`src/rtl/csa_pipe_adder.sv`:
```
// Two-stage pipelined carry-select adder/subtractor with valid/ready
// handshakes on both sides. Stage 1 forms a conditional sum/carry pair per
// select block; stage 2 resolves the select chain and registers the result.
module csa_pipe_adder #(
  parameter int WIDTH   = 16,
  parameter int BLOCK_W = 4
) (
  input  logic             i_clk,
  input  logic             i_rst_n,
  input  logic [WIDTH-1:0] i_add_term1,
  input  logic [WIDTH-1:0] i_add_term2,
  input  logic             i_cin,
  input  logic             i_sub,
  input  logic             i_valid,
  output logic             o_ready,
  output logic [WIDTH-1:0] o_sum,
  output logic             o_cout,
  output logic             o_ovf,
  output logic             o_valid,
  input  logic             i_ready
);

  localparam int NB = (WIDTH + BLOCK_W - 1) / BLOCK_W;

  // Operand conditioning: subtraction is A + ~B + 1, carry-in ignored.
  logic [WIDTH-1:0] b_mod;
  logic             c0;
  assign b_mod = i_sub ? ~i_add_term2 : i_add_term2;
  assign c0    = i_sub | i_cin;

  // Per-block candidate results. Block 0 sees the real carry-in in both
  // candidates, so whichever one the select chain picks is the true sum.
  logic [WIDTH-1:0] sum0_d, sum1_d;
  logic [NB-1:0]    carry0_d, carry1_d;

  for (genvar k = 0; k < NB; k++) begin : g_blk
    localparam int LO = k * BLOCK_W;
    localparam int BW = ((WIDTH - LO) < BLOCK_W) ? (WIDTH - LO) : BLOCK_W;
    logic          cin0, cin1;
    logic [BW:0]   r0, r1;
    assign cin0 = (k == 0) ? c0 : 1'b0;
    assign cin1 = (k == 0) ? c0 : 1'b1;
    assign r0 = {1'b0, i_add_term1[LO +: BW]} + {1'b0, b_mod[LO +: BW]} + {{BW{1'b0}}, cin0};
    assign r1 = {1'b0, i_add_term1[LO +: BW]} + {1'b0, b_mod[LO +: BW]} + {{BW{1'b0}}, cin1};
    assign sum0_d[LO +: BW] = r0[BW-1:0];
    assign sum1_d[LO +: BW] = r1[BW-1:0];
    assign carry0_d[k]      = r0[BW];
    assign carry1_d[k]      = r1[BW];
  end

  // Stage-1 state
  logic             s1_valid;
  logic [WIDTH-1:0] s1_sum0, s1_sum1;
  logic [NB-1:0]    s1_carry0, s1_carry1;
  logic             s1_a_msb, s1_b_msb;
  logic             rst_done;

  // Flow control: each stage advances when it is empty or its consumer moves.
  logic s2_adv, s1_adv, in_fire;
  assign s2_adv  = !o_valid || i_ready;
  assign s1_adv  = !s1_valid || s2_adv;
  assign o_ready = rst_done && s1_adv;
  assign in_fire = i_valid && o_ready;

  // Stage-2 select chain over the registered candidates.
  logic [NB-1:0]    blk_cin;
  logic             chain;
  logic [WIDTH-1:0] res;
  logic             res_ovf;

  // Resolve the carry-select chain and pick each block's sum.
  always_comb begin
    // NOTE: every output of this block gets a default first, so no path
    // through it leaves a variable unassigned and no latch is inferred.
    blk_cin = '0;
    chain   = 1'b0;
    res     = '0;
    for (int k = 0; k < NB; k++) begin
      blk_cin[k] = chain;
      chain      = chain ? s1_carry1[k] : s1_carry0[k];
    end
    for (int i = 0; i < WIDTH; i++) begin
      res[i] = blk_cin[i / BLOCK_W] ? s1_sum1[i] : s1_sum0[i];
    end
    res_ovf = (s1_a_msb == s1_b_msb) && (res[WIDTH-1] != s1_a_msb);
  end

  // Stage 1: capture candidate sums on an input transfer.
  always_ff @(posedge i_clk) begin
    // NOTE: state is updated with non-blocking assignments so every register
    // samples the pre-edge values regardless of statement order.
    if (!i_rst_n) begin
      // NOTE: data registers are cleared too, so a reset leaves no stale
      // operand that could later leak out of the pipeline.
      rst_done  <= 1'b0;
      s1_valid  <= 1'b0;
      s1_sum0   <= '0;
      s1_sum1   <= '0;
      s1_carry0 <= '0;
      s1_carry1 <= '0;
      s1_a_msb  <= 1'b0;
      s1_b_msb  <= 1'b0;
    end else begin
      rst_done <= 1'b1;
      if (s1_adv) begin
        s1_valid <= in_fire;
        if (in_fire) begin
          s1_sum0   <= sum0_d;
          s1_sum1   <= sum1_d;
          s1_carry0 <= carry0_d;
          s1_carry1 <= carry1_d;
          s1_a_msb  <= i_add_term1[WIDTH-1];
          s1_b_msb  <= b_mod[WIDTH-1];
        end
      end
    end
  end

  // Stage 2: register the resolved result; hold it while downstream stalls.
  always_ff @(posedge i_clk) begin
    if (!i_rst_n) begin
      o_valid <= 1'b0;
      o_sum   <= '0;
      o_cout  <= 1'b0;
      o_ovf   <= 1'b0;
    end else if (s2_adv) begin
      o_valid <= s1_valid;
      if (s1_valid) begin
        o_sum  <= res;
        o_cout <= chain;
        o_ovf  <= res_ovf;
      end
    end
  end

endmodule

```
`config.mk`:
```
export PLATFORM = sky130hd
export DESIGN_NAME = csa_pipe_adder
export DESIGN_NICKNAME = d
export VERILOG_FILES = /design/src/rtl/csa_pipe_adder.sv
export SDC_FILE = /design/constraint.sdc
export NUM_CORES = 1
export LEC_CHECK = 0
export CAP_MARGIN = 20
export CORE_AREA = 2 2 81 83
export CTS_CLUSTER_DIAMETER = 150
export DETAILED_ROUTE_END_ITERATION = 10
export DIE_AREA = 0 0 83 85
export HOLD_SLACK_MARGIN = 0.1
export PLACE_DENSITY = 0.76
export SLEW_MARGIN = 15
export SYNTH_ARGS = -nofsm -noshare
export SYNTH_HDL_FRONTEND = slang
export SYNTH_SLANG_ARGS = --single-unit
```
`constraint.sdc`:
```
create_clock -name i_clk -period 6.5 [get_ports i_clk]
set_clock_uncertainty 0.1 [all_clocks]
set_input_delay 0.65 -clock i_clk [delete_from_list [all_inputs] [get_ports i_clk]]
set_output_delay 0.65 -clock i_clk [all_outputs]
set_load 0.05 [all_outputs]
```
After elaboration in Yosys (flattened, before gate mapping)
Index checks and enable logic that the tools add are counted.
{"block": "totals", "ff_bits": 63, "out_inout_bits": 20, "input_bits": 38, "elab_cells": 50}
{"block": "op_classes", "bitwise_logic": 2, "n_eq_ne": 2, "mux": 17, "reduce_logical": 9, "add_sub_neg": 8}
{"operator": "$add A4 B4 Y5", "count": 4}
{"operator": "$mux W1", "count": 16}
{"operator": "$mux W16", "count": 1}
{"operator": "$not A16 Y16", "count": 1}
{"operator": "$add A5 B1 Y5 const B", "count": 3}
{"operator": "$add A5 B1 Y5", "count": 1}
{"operator": "$reduce_and A2 Y1", "count": 2}
{"operator": "$logic_and A1 B1 Y1", "count": 3}
{"operator": "$logic_not A1 Y1", "count": 2}
{"operator": "$logic_or A1 B1 Y1", "count": 2}
{"operator": "$eq A1 B1 Y1", "count": 1}
{"operator": "$ne A1 B1 Y1", "count": 1}
{"operator": "$or A1 B1 Y1", "count": 1}

Longest topological paths before layout
{"block": "logic_depth", "depth_word": 6, "ltp_mapped": 12, "mapped_depth_nobuf": 10}

Least setup slack after synthesis
OpenSTA, ideal clock, no wires.
{"block": "synth_path", "kind": "input to register", "from": "input port i_sub", "to": "register s1_sum1[15]", "arrival_time_ns": 2.777, "slack_ns": 3.538, "required_time_ns": 6.314, "setup_time_ns": 0.086, "path_stages": 10, "path_buffers": 2, "path_cell_list": "buf_2 > buf_2 > xor2_1 > ha_1 > inv_1 > fa_1 > xnor2_1 > and3_1 > xnor3_1 > a211oi_1"}
{"block": "synth_via", "elab_chain_cells": 3}
{"item": "from (decl)", "line_no": "13", "source": "input logic i_sub,"}
{"item": "$mux W16", "line_no": "28", "source": "assign b_mod = i_sub ? ~i_add_term2 : i_add_term2;"}
{"item": "$add A4 B4 Y5", "line_no": "44", "source": "assign r1 = {1'b0, i_add_term1[LO +: BW]} + {1'b0, b_mod[LO +: BW]} + {{BW{1'b0}}, cin1};"}
{"item": "$add A5 B1 Y5", "line_no": "44"}
{"item": "to (signal assigned)", "line_no": "109", "source": "s1_sum1 <= sum1_d;"}
{"item": "to (decl)", "line_no": "53", "source": "logic [WIDTH-1:0] s1_sum0, s1_sum1;"}
Every way passes these cells.
A chain may end at the register's enable or synchronous reset.

Final worst setup path
{"block": "layout_path", "from": "input port i_sub", "to": "register s1_carry1[1]"}
{"block": "layout_via", "elab_chain_cells": 3}
{"item": "$mux W16", "line_no": "28"}
{"item": "$add A4 B4 Y5"}
{"item": "named net g_blk[1].r0[1]", "line_no": "40", "source": "logic [BW:0] r0, r1;"}
{"item": "$add A5 B1 Y5", "line_no": "44"}
{"item": "to (signal assigned)", "line_no": "111", "source": "s1_carry1 <= carry1_d;"}
{"item": "to (decl)", "line_no": "54", "source": "logic [NB-1:0] s1_carry0, s1_carry1;"}
The timed path passes the listed nets, and every way through them passes these cells.

==> results.md <==
- TritonCTS buffer count: 9
- Worst reg2reg startpoint: o_valid
- Sw Ratio: roughly 29%
- Net count, final: between 400 and 500
- Largest net degree at the start of global routing: 47
- First-pass GRT wire length: 11.51 mm
- Clk sink count: 58
- Vias: 2681
- Clk root buf: clkbuf_8
- Die span in x: 83 um
- Ys Warns: 0
- FF-to-FF path depth: 4
- Flop pwr share: 37.6%
- Min Tclk post-route: between 3 and 4 ns
- Switch Pwr: between 0.3 and 0.4 mW
- Final HPWL DP: 4.869 mm
- WL/cell: 13.83 um
- Clk Latency, worst-skew pair: 0.33 ns
- Longest Clk Path Bufs: 2
- Int Power: 0.7486 mW
- Chip height: approximately 85 um
- Post-CTS Setup Bufs: 0
- Main synth FF type: dfxtp_1
- Antenna diode count: 0
- Die area: 0.007055 mm^2
- Post-Syn Nets: 420
- Hold worst-path end: o_sum[0]
- Post-DRT Antenna Nets: 0
- Clock power frac: approximately two fifths
- CP arrival: 3.65 ns
- Filler cell count in the final layout: 531
- Post-cts sizing count: 0
- Seq/Total Area, Yosys: between 30% and 40%
- Vias in the first global route: around 2600
- Max-slew violations: 0
- Lkg Pwr: 1.600 nW
- Area of the mapped netlist: between 0.003 and 0.004 mm^2
- Max-cap violation count: 0
- Routed wire length: 6.775 mm
- Hold Crit Class: flip-flop to flip-flop
- Max frequency: 0.2869 GHz
- Result of the run: finished clean
- Starting density of the core: 51.80%
- Hold path cells: 2
- Final TNS setup: 0 ns
- Crit-path max FO: 17
- IO buf count: 57
- Slew HR: 34.85%
- CTS Hold Bufs: 0
- Setup slack, reg-to-reg: 4.39 ns
- Post-synth EDFFs: 0
- Flops & latches, synth: 58
- Critical Path Start: i_sub
- DRC: 0
- I/O pin count: 58
- H-Tree Depth: 3
- Grt ovf: 0
- Design area: between 0.004 and 0.005 mm^2
- Worst slew pin tran: 0.9749 ns
- PD cells: about 260 mW/mm^2
- Area of the multi-input gates: 0.001904 mm^2
- Synth unique cells: 49
- Vias per cell: 5.471
- Endpoints failing hold: 0
- DR pass1 iterations: 4
- Initial antenna violation count: 0
- Comb pwr share: 23.7%
- Iter 0 DRT Violations: 184
- Synth-to-Final Area Change: 25.46%
- Register Area: 0.001161 mm^2
- Critical Path RT: 6.66 ns
- Worst vdd ir: 0.1822 mV
- CTS tree: yes
- Avg Cell Area, Syn: 8.979 um^2
- Clock slew at reported path FFs: 0.08 ns
- Placed cell area: about 0.0038 mm^2
- Worst setup path class: input port to flip-flop
- Core ar.: 0.006205 mm^2
- Asr flop ratio synth: 0%
- Most common cell after layout, fill and taps aside: dfxtp_1
- Worst r2r dst: s1_carry0[0]
- Total track usage: 19.84%
- Crit path launch type: input port
- Final period util: 53.62%
- Layout cells sized above 1: a little over a tenth
- Start point of the worst hold path: s1_sum0[0]
- Row count: 29
- Final setup viols: 0
- CP Capture Type: flip-flop
- Most frequent cells in the layout: 58 x dfxtp_1, 57 x clkdlybuf4s50_1, 48 x nand2_1
- RSZ-0062 raised after global routing: false
- Post-Synthesis Cells: 358
- GP Congestion: 0.8031
==> cell type report <==
class	instances	share of cell area (%)
multi-input combinational	269	47.22
sequential	58	28.79
inverter	10	0.9308
timing repair buffer	60	14.71
clock inverter	7	2.886
tap	77	2.389
clock buffer	9	3.072
==> cells in the mapped netlist (8+ instances only) <==
library cell	n	share of area, %
o21ai_0	11	1.7
ha_1	19	7.4
nor2_1	25	2.9
a21oi_1	42	6.5
nand2_1	48	5.6
xor2_1	17	4.6
dfxtp_1	58	36
inv_1	10	1.2
buf_2	8	1.2
a211oi_1	14	3.3
mux2i_1	12	3.7
==> power groups by stage <==
stage | Sequential, mW | Clock, mW | Combinational, mW
after floorplan | 0.418 | 0 | 0.166
after global placement | 0.403 | 0 | 0.244
after detailed placement | 0.404 | 0 | 0.249
after CTS | 0.396 | 0.408 | 0.250
after global routing | 0.400 | 0.428 | 0.277
final | 0.396 | 0.408 | 0.250
==> layer usage <==
metal  share of wire [%]  GRT usage, %  vias to the layer above
li1                    -             -                     1362
met1                  48         26.88                     1245
met2                  46         31.74                       67
met3                 4.4         4.086                        7
met4                 1.2         6.855                        0
met5                   0             0                        -
==> state kept, by name (all words and copies together), names as in the netlist <==
signal,cells
s1_carry1,3
s1_carry0,4
o_cout,1
s1_sum1,12
s1_valid,1
o_sum,16
o_ovf,1
s1_b_msb,1
o_valid,1
rst_done,1
s1_sum0,16
s1_a_msb,1
==> worst max-delay path by stage <==
stage                               to  slack (ns)
after floorplan            s1_sum1[15]        3.54
after global placement     s1_sum1[15]        2.78
after detailed placement   s1_sum1[15]        2.67
after CTS                  s1_sum1[15]        3.00
after global routing       s1_sum1[15]        2.77
final                     s1_carry1[1]        3.01
==> per-stage QoR <==
stage               cells  power, mW  hold slack (ns)  utilization [%]  worst slack, ns
finish                490      1.054           0.3522            64.99            3.015
global route          490      1.104           0.3657            64.99            2.773
CTS                   490      1.055           0.3558            64.99            3.003
detailed placement    474     0.6534           0.3452            61.12            2.670
global placement      474     0.6469           0.3393            61.12            2.776
floorplan             358     0.5837           0.3312                -            3.538
==> worst max-delay path: stages <==
cell	delay (ns)
clkdlybuf4s50_1	0.88
xor2_1	0.36
ha_1	0.26
fa_1	0.59
ha_1	0.20
nand2_2	0.07
or4_4	0.48
o211ai_2	0.14
==> logic make-up after synthesis <==
kind of cell | Yosys count | synth area share, %
XOR/XNOR | 23 | 7.162
AND/OR/NAND/NOR | 114 | 17.09
multiplexers | 14 | 5.138
AO/OA/AOI/OAI | 94 | 19.35
buffers and inverters | 31 | 4.632
adder cells (fa/ha/maj) | 24 | 10.51
flip-flops | 58 | 36.12
Note: power is estimated with default switching activity, not from simulation.
